### config.mk
export PLATFORM = sky130hd
export DESIGN_NAME = fpu_normalizer
export DESIGN_NICKNAME = d
export VERILOG_FILES = /design/src/rtl/fpu_normalizer.sv
export SDC_FILE = /design/constraint.sdc
export NUM_CORES = 1
export LEC_CHECK = 0
export ABC_AREA = 0
export ABC_CLOCK_PERIOD_IN_PS = 4550
export CORE_UTILIZATION = 49
export CTS_BUF_LIST = sky130_fd_sc_hd__clkbuf_8
export CTS_CLUSTER_DIAMETER = 120
export DETAILED_ROUTE_END_ITERATION = 12
export PLACE_DENSITY_LB_ADDON = 0.3
export SLEW_MARGIN = 30
export SYNTH_ARGS = -nofsm -noshare
export SYNTH_HDL_FRONTEND = slang
export SYNTH_SLANG_ARGS = --single-unit
### constraint.sdc
create_clock -name clk -period 4.55 [get_ports clk]
set_input_delay 0.6825 -clock clk [delete_from_list [all_inputs] [get_ports clk]]
set_output_delay 0.6825 -clock clk [all_outputs]
set_load 0.03 [all_outputs]
### src/rtl/fpu_normalizer.sv
// Back end of the FPU add path: iterative left-shift normalization (one bit per
// cycle), round-to-nearest-even, IEEE-754 packing, valid/ready result handoff.
module fpu_normalizer #(
  parameter int WIDTH  = 32,
  parameter int E      = 8,
  parameter int F      = 23,
  parameter int OFFSET = 1
) (
  input  logic              clk,
  input  logic              rst_n,
  input  logic              in_valid,
  output logic              in_ready,
  input  logic              in_s,
  input  logic [E-1:0]      in_e,
  input  logic [F+OFFSET:0] in_f,
  output logic              out_valid,
  input  logic              out_ready,
  output logic [WIDTH-1:0]  out_result,
  output logic [2:0]        out_flags
);

  localparam int FW = F + OFFSET + 1;

  localparam logic [E-1:0]  E_MAX       = {E{1'b1}};
  localparam logic [E-1:0]  E_ZERO      = {E{1'b0}};
  localparam logic [E-1:0]  E_ONE       = {{(E-1){1'b0}}, 1'b1};
  localparam logic [F-1:0]  M_ZERO      = {F{1'b0}};
  localparam logic [FW-1:0] F_ONE       = {{(FW-1){1'b0}}, 1'b1};
  // Bits below the guard position; empty when OFFSET is 1.
  localparam logic [FW-1:0] STICKY_MASK = (F_ONE << (OFFSET - 1)) - F_ONE;

  typedef enum logic [1:0] {
    IDLE,
    SHIFT,
    ROUND,
    DONE
  } state_t;

  state_t           state_reg, state_next;
  logic             s_reg, s_next;
  logic [E-1:0]     e_reg, e_next;
  logic [FW-1:0]    f_reg, f_next;
  logic             flush_zero_reg, flush_zero_next;
  logic             flush_inf_reg, flush_inf_next;
  logic [WIDTH-1:0] result_reg, result_next;
  logic [2:0]       flags_reg, flags_next;

  logic [F-1:0]     mant;
  logic             guard_bit;
  logic             sticky_bit;
  logic             round_up;
  logic [F:0]       mant_sum;
  logic             rnd_carry;
  logic [E-1:0]     e_rnd;

  assign mant       = f_reg[FW-2:OFFSET];
  assign guard_bit  = f_reg[OFFSET-1];
  assign sticky_bit = |(f_reg & STICKY_MASK);
  assign round_up   = guard_bit & (sticky_bit | mant[0]);
  assign mant_sum   = {1'b0, mant} + {{F{1'b0}}, round_up};
  // A carry out leaves the low F bits at zero, which is the renormalized mantissa.
  assign rnd_carry  = mant_sum[F];
  assign e_rnd      = e_reg + {{(E-1){1'b0}}, rnd_carry};

  always_ff @(posedge clk or negedge rst_n) begin
    if (!rst_n) begin
      state_reg      <= IDLE;
      s_reg          <= 1'b0;
      e_reg          <= '0;
      f_reg          <= '0;
      flush_zero_reg <= 1'b0;
      flush_inf_reg  <= 1'b0;
      result_reg     <= '0;
      flags_reg      <= '0;
    end else begin
      state_reg      <= state_next;
      s_reg          <= s_next;
      e_reg          <= e_next;
      f_reg          <= f_next;
      flush_zero_reg <= flush_zero_next;
      flush_inf_reg  <= flush_inf_next;
      result_reg     <= result_next;
      flags_reg      <= flags_next;
    end
  end

  always_comb begin
    state_next      = state_reg;
    s_next          = s_reg;
    e_next          = e_reg;
    f_next          = f_reg;
    flush_zero_next = flush_zero_reg;
    flush_inf_next  = flush_inf_reg;
    result_next     = result_reg;
    flags_next      = flags_reg;

    case (state_reg)
      IDLE: begin
        if (in_valid) begin
          s_next          = in_s;
          e_next          = in_e;
          f_next          = in_f;
          flush_zero_next = (in_e == E_ZERO);
          flush_inf_next  = (in_e == E_MAX);
          state_next      = SHIFT;
        end
      end

      SHIFT: begin
        if (f_reg == '0) begin
          result_next = {s_reg, E_ZERO, M_ZERO};
          flags_next  = 3'b000;
          state_next  = DONE;
        end else if (flush_zero_reg) begin
          result_next = {s_reg, E_ZERO, M_ZERO};
          flags_next  = 3'b010;
          state_next  = DONE;
        end else if (flush_inf_reg) begin
          result_next = {s_reg, E_MAX, M_ZERO};
          flags_next  = 3'b100;
          state_next  = DONE;
        end else if (f_reg[FW-1]) begin
          state_next = ROUND;
        end else if (e_reg == E_ONE) begin
          // Would go denormal: flush to signed zero.
          result_next = {s_reg, E_ZERO, M_ZERO};
          flags_next  = 3'b011;
          state_next  = DONE;
        end else begin
          f_next = f_reg << 1;
          e_next = e_reg - E_ONE;
        end
      end

      ROUND: begin
        if (e_rnd == E_MAX) begin
          result_next = {s_reg, E_MAX, M_ZERO};
          flags_next  = 3'b101;
        end else begin
          result_next = {s_reg, e_rnd, mant_sum[F-1:0]};
          flags_next  = {2'b00, guard_bit | sticky_bit};
        end
        state_next = DONE;
      end

      DONE: begin
        if (out_ready) begin
          state_next = IDLE;
        end
      end

      default: begin
        state_next = IDLE;
      end
    endcase
  end

  assign in_ready   = (state_reg == IDLE);
  assign out_valid  = (state_reg == DONE);
  assign out_result = result_reg;
  assign out_flags  = flags_reg;

endmodule

**After elaboration in Yosys (flattened, before gate mapping)**

Cells that the tools add are included.

- Register bits: 73
- Bits of input ports: 38
- Logic and storage cells: 75

- $add $sub $neg: 3
- Eq/ne operators: 16
- Multiplexer cells: 36
- Bitwise logic cells: 1
- Reduce and logical (&&, ||, !) cells: 10

Operators with widths:

| operator | number |
|---|---|
| 32-bit two-way mux | 5 |
| 25-bit two-way mux | 6 |
| 32-bit one-hot mux with 2 select lines | 1 |
| 25-bit one-hot mux with 2 select lines | 1 |
| 8-bit two-way mux | 6 |
| 31-bit two-way mux | 1 |
| 25-bit zero test | 1 |
| 23-bit by 1-bit adder with 24-bit output | 1 |
| 3-bit two-way mux | 6 |
| 8-bit == test, second input constant | 2 |
| 8-bit one-hot mux with 2 select lines | 1 |
| 2-bit two-way mux | 7 |
| 2-bit inequality test, second input constant | 6 |
| 5-bit inequality test, second input constant | 2 |
| 8-bit by 1-bit adder with 8-bit output | 1 |
| 8-bit by 1-bit == test with 1-bit output, second input constant | 1 |
| 8-bit zero test | 1 |
| 2-bit one-hot mux with 4 select lines | 1 |
| 8-bit by 1-bit subtractor with 8-bit output, second input constant | 1 |
| 7-bit AND reduction | 1 |
| 6-bit inequality test, second input constant | 1 |
| 3-bit one-hot mux with 2 select lines | 1 |
| 3-bit AND reduction | 2 |
| 5-bit AND reduction | 1 |
| other kinds (7) | 9 |

**Longest topological paths before layout**

- Word-level depth: 7
- Depth in mapped cells: 12
- Depth with buffers taken out: 10

**Worst setup path after synthesis**

OpenSTA, ideal clock, no wires.

- Path type: reg-to-reg
- From: register f_reg[3]
- To: register result_reg[10] (netlist: out_result[10])
- Arrival: 2799 ps
- Data required time: 4413 ps
- Path slack: 1615 ps
- Stages on the path, launching flop included: 13
- Path through: dfrtp_1 > clkbuf_2 > nand4_1 > nor4_1 > and4_1 > ha_1 > ha_1 > nand3b_1 > mux2i_1 > a31oi_1 > o31ai_2 > clkbuf_1 > o32ai_1

- Longest elaborated chain between the ends: 5
- Elaborated cells between the ends (all ways): 10
- Classes of those cells: add/sub (2); eq/ne (3); mux (3); reduce/logical (2)

RTL lines:

| element | RTL line | text |
|---|---|---|
| start: declaration | 42 | `logic [FW-1:0] f_reg, f_next;` |
| start signal: assignment | 79 | `f_reg <= f_next;` |
| 23-bit by 1-bit adder with 24-bit output | 60 | `assign mant_sum = {1'b0, mant} + {{F{1'b0}}, round_up};` |
| 8-bit by 1-bit adder with 8-bit output | 63 | `assign e_rnd = e_reg + {{(E-1){1'b0}}, rnd_carry};` |
| 8-bit == test | 136 | `if (e_rnd == E_MAX) begin` |
| 31-bit two-way mux | 136 |  |
| 32-bit one-hot mux with 2 select lines | 97 | `case (state_reg)` |
| end signal: assignment | 82 | `result_reg <= result_next;` |
| end: declaration | 45 | `logic [WIDTH-1:0] result_reg, result_next;` |

Several ways; a longest one is shown, not always the timed one.
A chain may end at the register's enable or synchronous reset.

**Final worst setup path**

- From: register f_reg[10]
- To: register result_reg[4] (netlist: out_result[4])

Same word-level chain as after synthesis.

==> results.env <==
FINALSETUPVIOLATIONS=0
REPORT.FINAL.SLEW_VIOL_COUNT=0
FMAXACHIEVABLE_MHz=291
DRIVE_GT1_SHARE_PCT=14.9
MAXIMUM_NUMBER_OF_PINS_ON_ONE_NET_BEFORE_GLOBAL_ROUTE_REPAIR=38
POWER.SHARE.CLOCK_PCT=13.6
WORSTMARGINPINSLEW_NS=0.831
WORST_SETUP_PATH_START_KIND='flip-flop'
MULTIINPUTGATEAREA_MM2=0.00239
SYNTH_AREA_PER_CELL_UM2=10.6
ASYNCSETRESETFLOPFRACSYNTH_PCT=100
P_LEAK_nW=2.24
FLOW.AREA_GROWTH_FROM_SYNTHESIS_PCT=20.8
TIMING.FINAL.CRIT_SHARE_PCT=75.5
WL_PER_CELL_UM=19.0
POSTCTSSETUPBUFFERS=0
FINAL_DESIGN_AREA_NO_FILL_MM2=0.00551
DRT-INITIAL-DRC-COUNT=191
FINALCOREUTILIZATION_PCT=62.2
P_SWITCHING_W=0.00178
SKEW_NS=0.0128
GLOBAL_ROUTE_USAGE_SUM_PCT=25.2
GRT_FIRST_PASS_WIRELENGTH_UM=19100
CRIT_REQUIRED_NS=4.81
PLACEMENTROWS=34
CAP_VIOLATIONS=0
SYNTH_LARGEST_AREA_CELL='sky130_fd_sc_hd__dfrtp_1'
HOLDCRITPATHCLASS='in2async'
CLOCK_INSERTION_DELAY_WORST_SKEW_NS=0.36
HOLD_WORST_SLACK_NS=0.410
FF_LATCH_AREA_MM2=0.00183
FILLCELLCOUNT=715
AVGVIACOUNTPERCELL=6.05
TIMING.FINAL.WS_SETUP_NS=1.11
WORST-SETUP-PATH-TYPE='reg2reg'
DOMINANTREGCELLSYNTH='sky130_fd_sc_hd__dfrtp_1'
CP.ARRIVAL_NS=3.69
CTS_TREE='done'
POWER.SHARE.SEQUENTIAL_PCT=34.2
DIEWIDTH_UM=98.5
GRT_ANTENNA_BEFORE_REPAIR=0
DIE_HEIGHT_UM=98.5
CTS_MAX_PATH_BUFFERS=2
PLACE_WS_NS=1.19
NNETSFINAL=541
PLACE.PORT_BUFFERS=74
PIN_COUNT=75
POWER.DENSITY_CELL_AREA_mW_PER_MM2=708
VDD.IR_DROP.WORST_mV=0.424
R2R.WORST_PATH.CELLS=11
GRT_PASS1_VIAS=3644
DIE_AREA_MM2=0.00969
NETLIST_AREA_MM2=0.00456
SYNTH-WARNING-COUNT=0
GRT_SETUP_UNREPAIRED='no'
PERIOD_NEEDED_NS=3.44
CTS.CLK_SLEW.WORST_PATHS_NS=0.09
PLACE_CONGESTION=0.864
NUMBER_OF_HOLD_VIOLATIONS_IN_THE_FINAL_REPORT=0
NUMBER_OF_BUFFERS_ADDED_BY_THE_CLOCK_TREE_SYNTHESIS_STEP=9
PLACED_CELL_AREA_MM2=0.00528
CLOCK-SINKS=73
FINAL.SETUP.TNS_NS=0
INITIAL_CORE_UTIL_PCT=51.5
RUN_STATUS='complete, but fails checks'
ENDPOINT_KIND='flip-flop'
DESIGN.CORE.AREA_MM2=0.00885
SWITCHING_SHARE_PCT=45.6
YOSYS.CELL_TYPES.COUNT=62
N_ANTENNA_CELL=0
P_INT_W=0.00212
NUMBER_OF_DRC_VIOLATIONS_AFTER_DETAILED_ROUTING=4
SYNTH_LARGEST_TYPE_AREA_FRACTION_PCT=40.1
LARGEST_REGISTER_FF_COUNT=32
GRT-OVFL-TOTAL=0
MOST-COMMON-LAYOUT-CELLS='73 x sky130_fd_sc_hd__dfrtp_1, 73 x sky130_fd_sc_hd__clkdlybuf4s50_1, 39 x sky130_fd_sc_hd__inv_1'
CTSHTREEMAXLEVEL=3
FIRSTDRTPASSITERS=11
COMB_POWER_SHARE_PCT=52.2
CLK_ROOT_BUFFER_CELL='sky130_fd_sc_hd__clkbuf_8'
POSTSYNTHCELLCOUNT=431
VIOLATIONS='design-rule violations'
SYNTH.YOSYS.SEQ_AREA_SHARE_PCT=40.1
ANTENNA_LEFT=0
SLEW_HEADROOM_PCT=44.6
POSTCTSRESIZEDCELLS=0
NUM_VIAS=3668
DPL.HPWL_UM=8340
SYNTH_SEQ_CELLS=73
YS_TOP_CELLS_BY_AREA='sky130_fd_sc_hd__dfrtp_1 40%, sky130_fd_sc_hd__a22o_1 4.4%, sky130_fd_sc_hd__mux2_2 4.2%, sky130_fd_sc_hd__o32ai_2 3.6%, sky130_fd_sc_hd__inv_1 3.2%'
SYNTH.NET_COUNT=479
ROUTE.FINAL.WIRE_LENGTH_UM=11500
CRIT_PATH_MAX_FANOUT=23
HOLD_BUFFERS=0
NUMBER_OF_ENABLE_FLIP_FLOP_CELLS_AFTER_SYNTHESIS=0
==> power groups by stage <==
stage,logic (W),registers (W),clock network (W)
4_1_cts,0.00202,0.00132,0.000539
2_1_floorplan,0.00145,0.00135,0
5_1_grt,0.00219,0.00139,0.000568
3_3_place_gp,0.00197,0.00132,0
6_report,0.00203,0.00133,0.000529
3_5_place_dp,0.00201,0.00133,0
==> synthesized netlist by cell type (all sizes together), types with 4 or more instances <==
cell    instances
inv            39
nand3          16
clkbuf          8
ha             10
o21ai          12
nand2          17
buf            22
a22o           23
o22ai           6
nor2           19
nor4           10
nor3           10
xnor2          13
dfrtp          73
o32ai          22
o31ai           4
xor2           14
mux2           32
and4            5
mux2i           7
nand4          13
and3           11
a21oi          11
==> layer usage <==
metal  up-vias  wire length [um]  track usage (%)
li1       1723                 -                -
met1      1813              5320             34.9
met2       115              5480             40.2
met3        17               515             3.55
met4         0               213             10.2
met5         -                 0                0
==> per-stage QoR <==
stage               power (W)  std cells
finish                0.00390        606
floorplan             0.00280        431
global placement      0.00329        589
global route          0.00414        606
CTS                   0.00388        605
detailed placement    0.00334        589
==> cells by family after synthesis <==
| logic type | synth area share [%] |
|---|---|
| AOI/OAI and AO/OA | 19.4 |
| muxes | 10.0 |
| DFF | 40.1 |
| buffers and inverters | 7.68 |
| xor gates and xnor gates | 5.19 |
| adders and majority gates | 2.74 |
| and+or+nand+nor | 14.9 |
==> final timing paths <==
kind	start	slack [ns]	to
max	f_reg[10]	1.11	out_result[4]
min	rst_n	0.41	out_result[7]
max reg2reg	f_reg[10]	1.11	out_result[4]
min reg2reg	s_reg	0.50	out_result[31]
max in group asynchronous	rst_n	3.32	e_reg[7]
min in group clk	s_reg	0.50	out_result[31]
==> critical path, cell delays in order (launching register included) <==
cell and delay (ns):
sky130_fd_sc_hd__dfrtp_1 0.54, sky130_fd_sc_hd__nand4_1 0.16, sky130_fd_sc_hd__nor4_1 0.56, sky130_fd_sc_hd__and4_1 0.33, sky130_fd_sc_hd__ha_1 0.17, sky130_fd_sc_hd__ha_1 0.28
sky130_fd_sc_hd__nand2b_1 0.15, sky130_fd_sc_hd__o21ai_0 0.09, sky130_fd_sc_hd__a32oi_1 0.36, sky130_fd_sc_hd__o31ai_4 0.10, sky130_fd_sc_hd__buf_4 0.24, sky130_fd_sc_hd__o32ai_1 0.32
==> layout make-up <==
type | count | share of cell area (%)
multi-input combinational | 289 | 43.4
inverter | 39 | 2.66
timing repair buffer | 81 | 14.7
clock buffer | 9 | 2.25
sequential | 73 | 33.2
tap | 108 | 2.45
clock inverter | 7 | 1.39
Note: power is estimated with default switching activity, not from simulation.
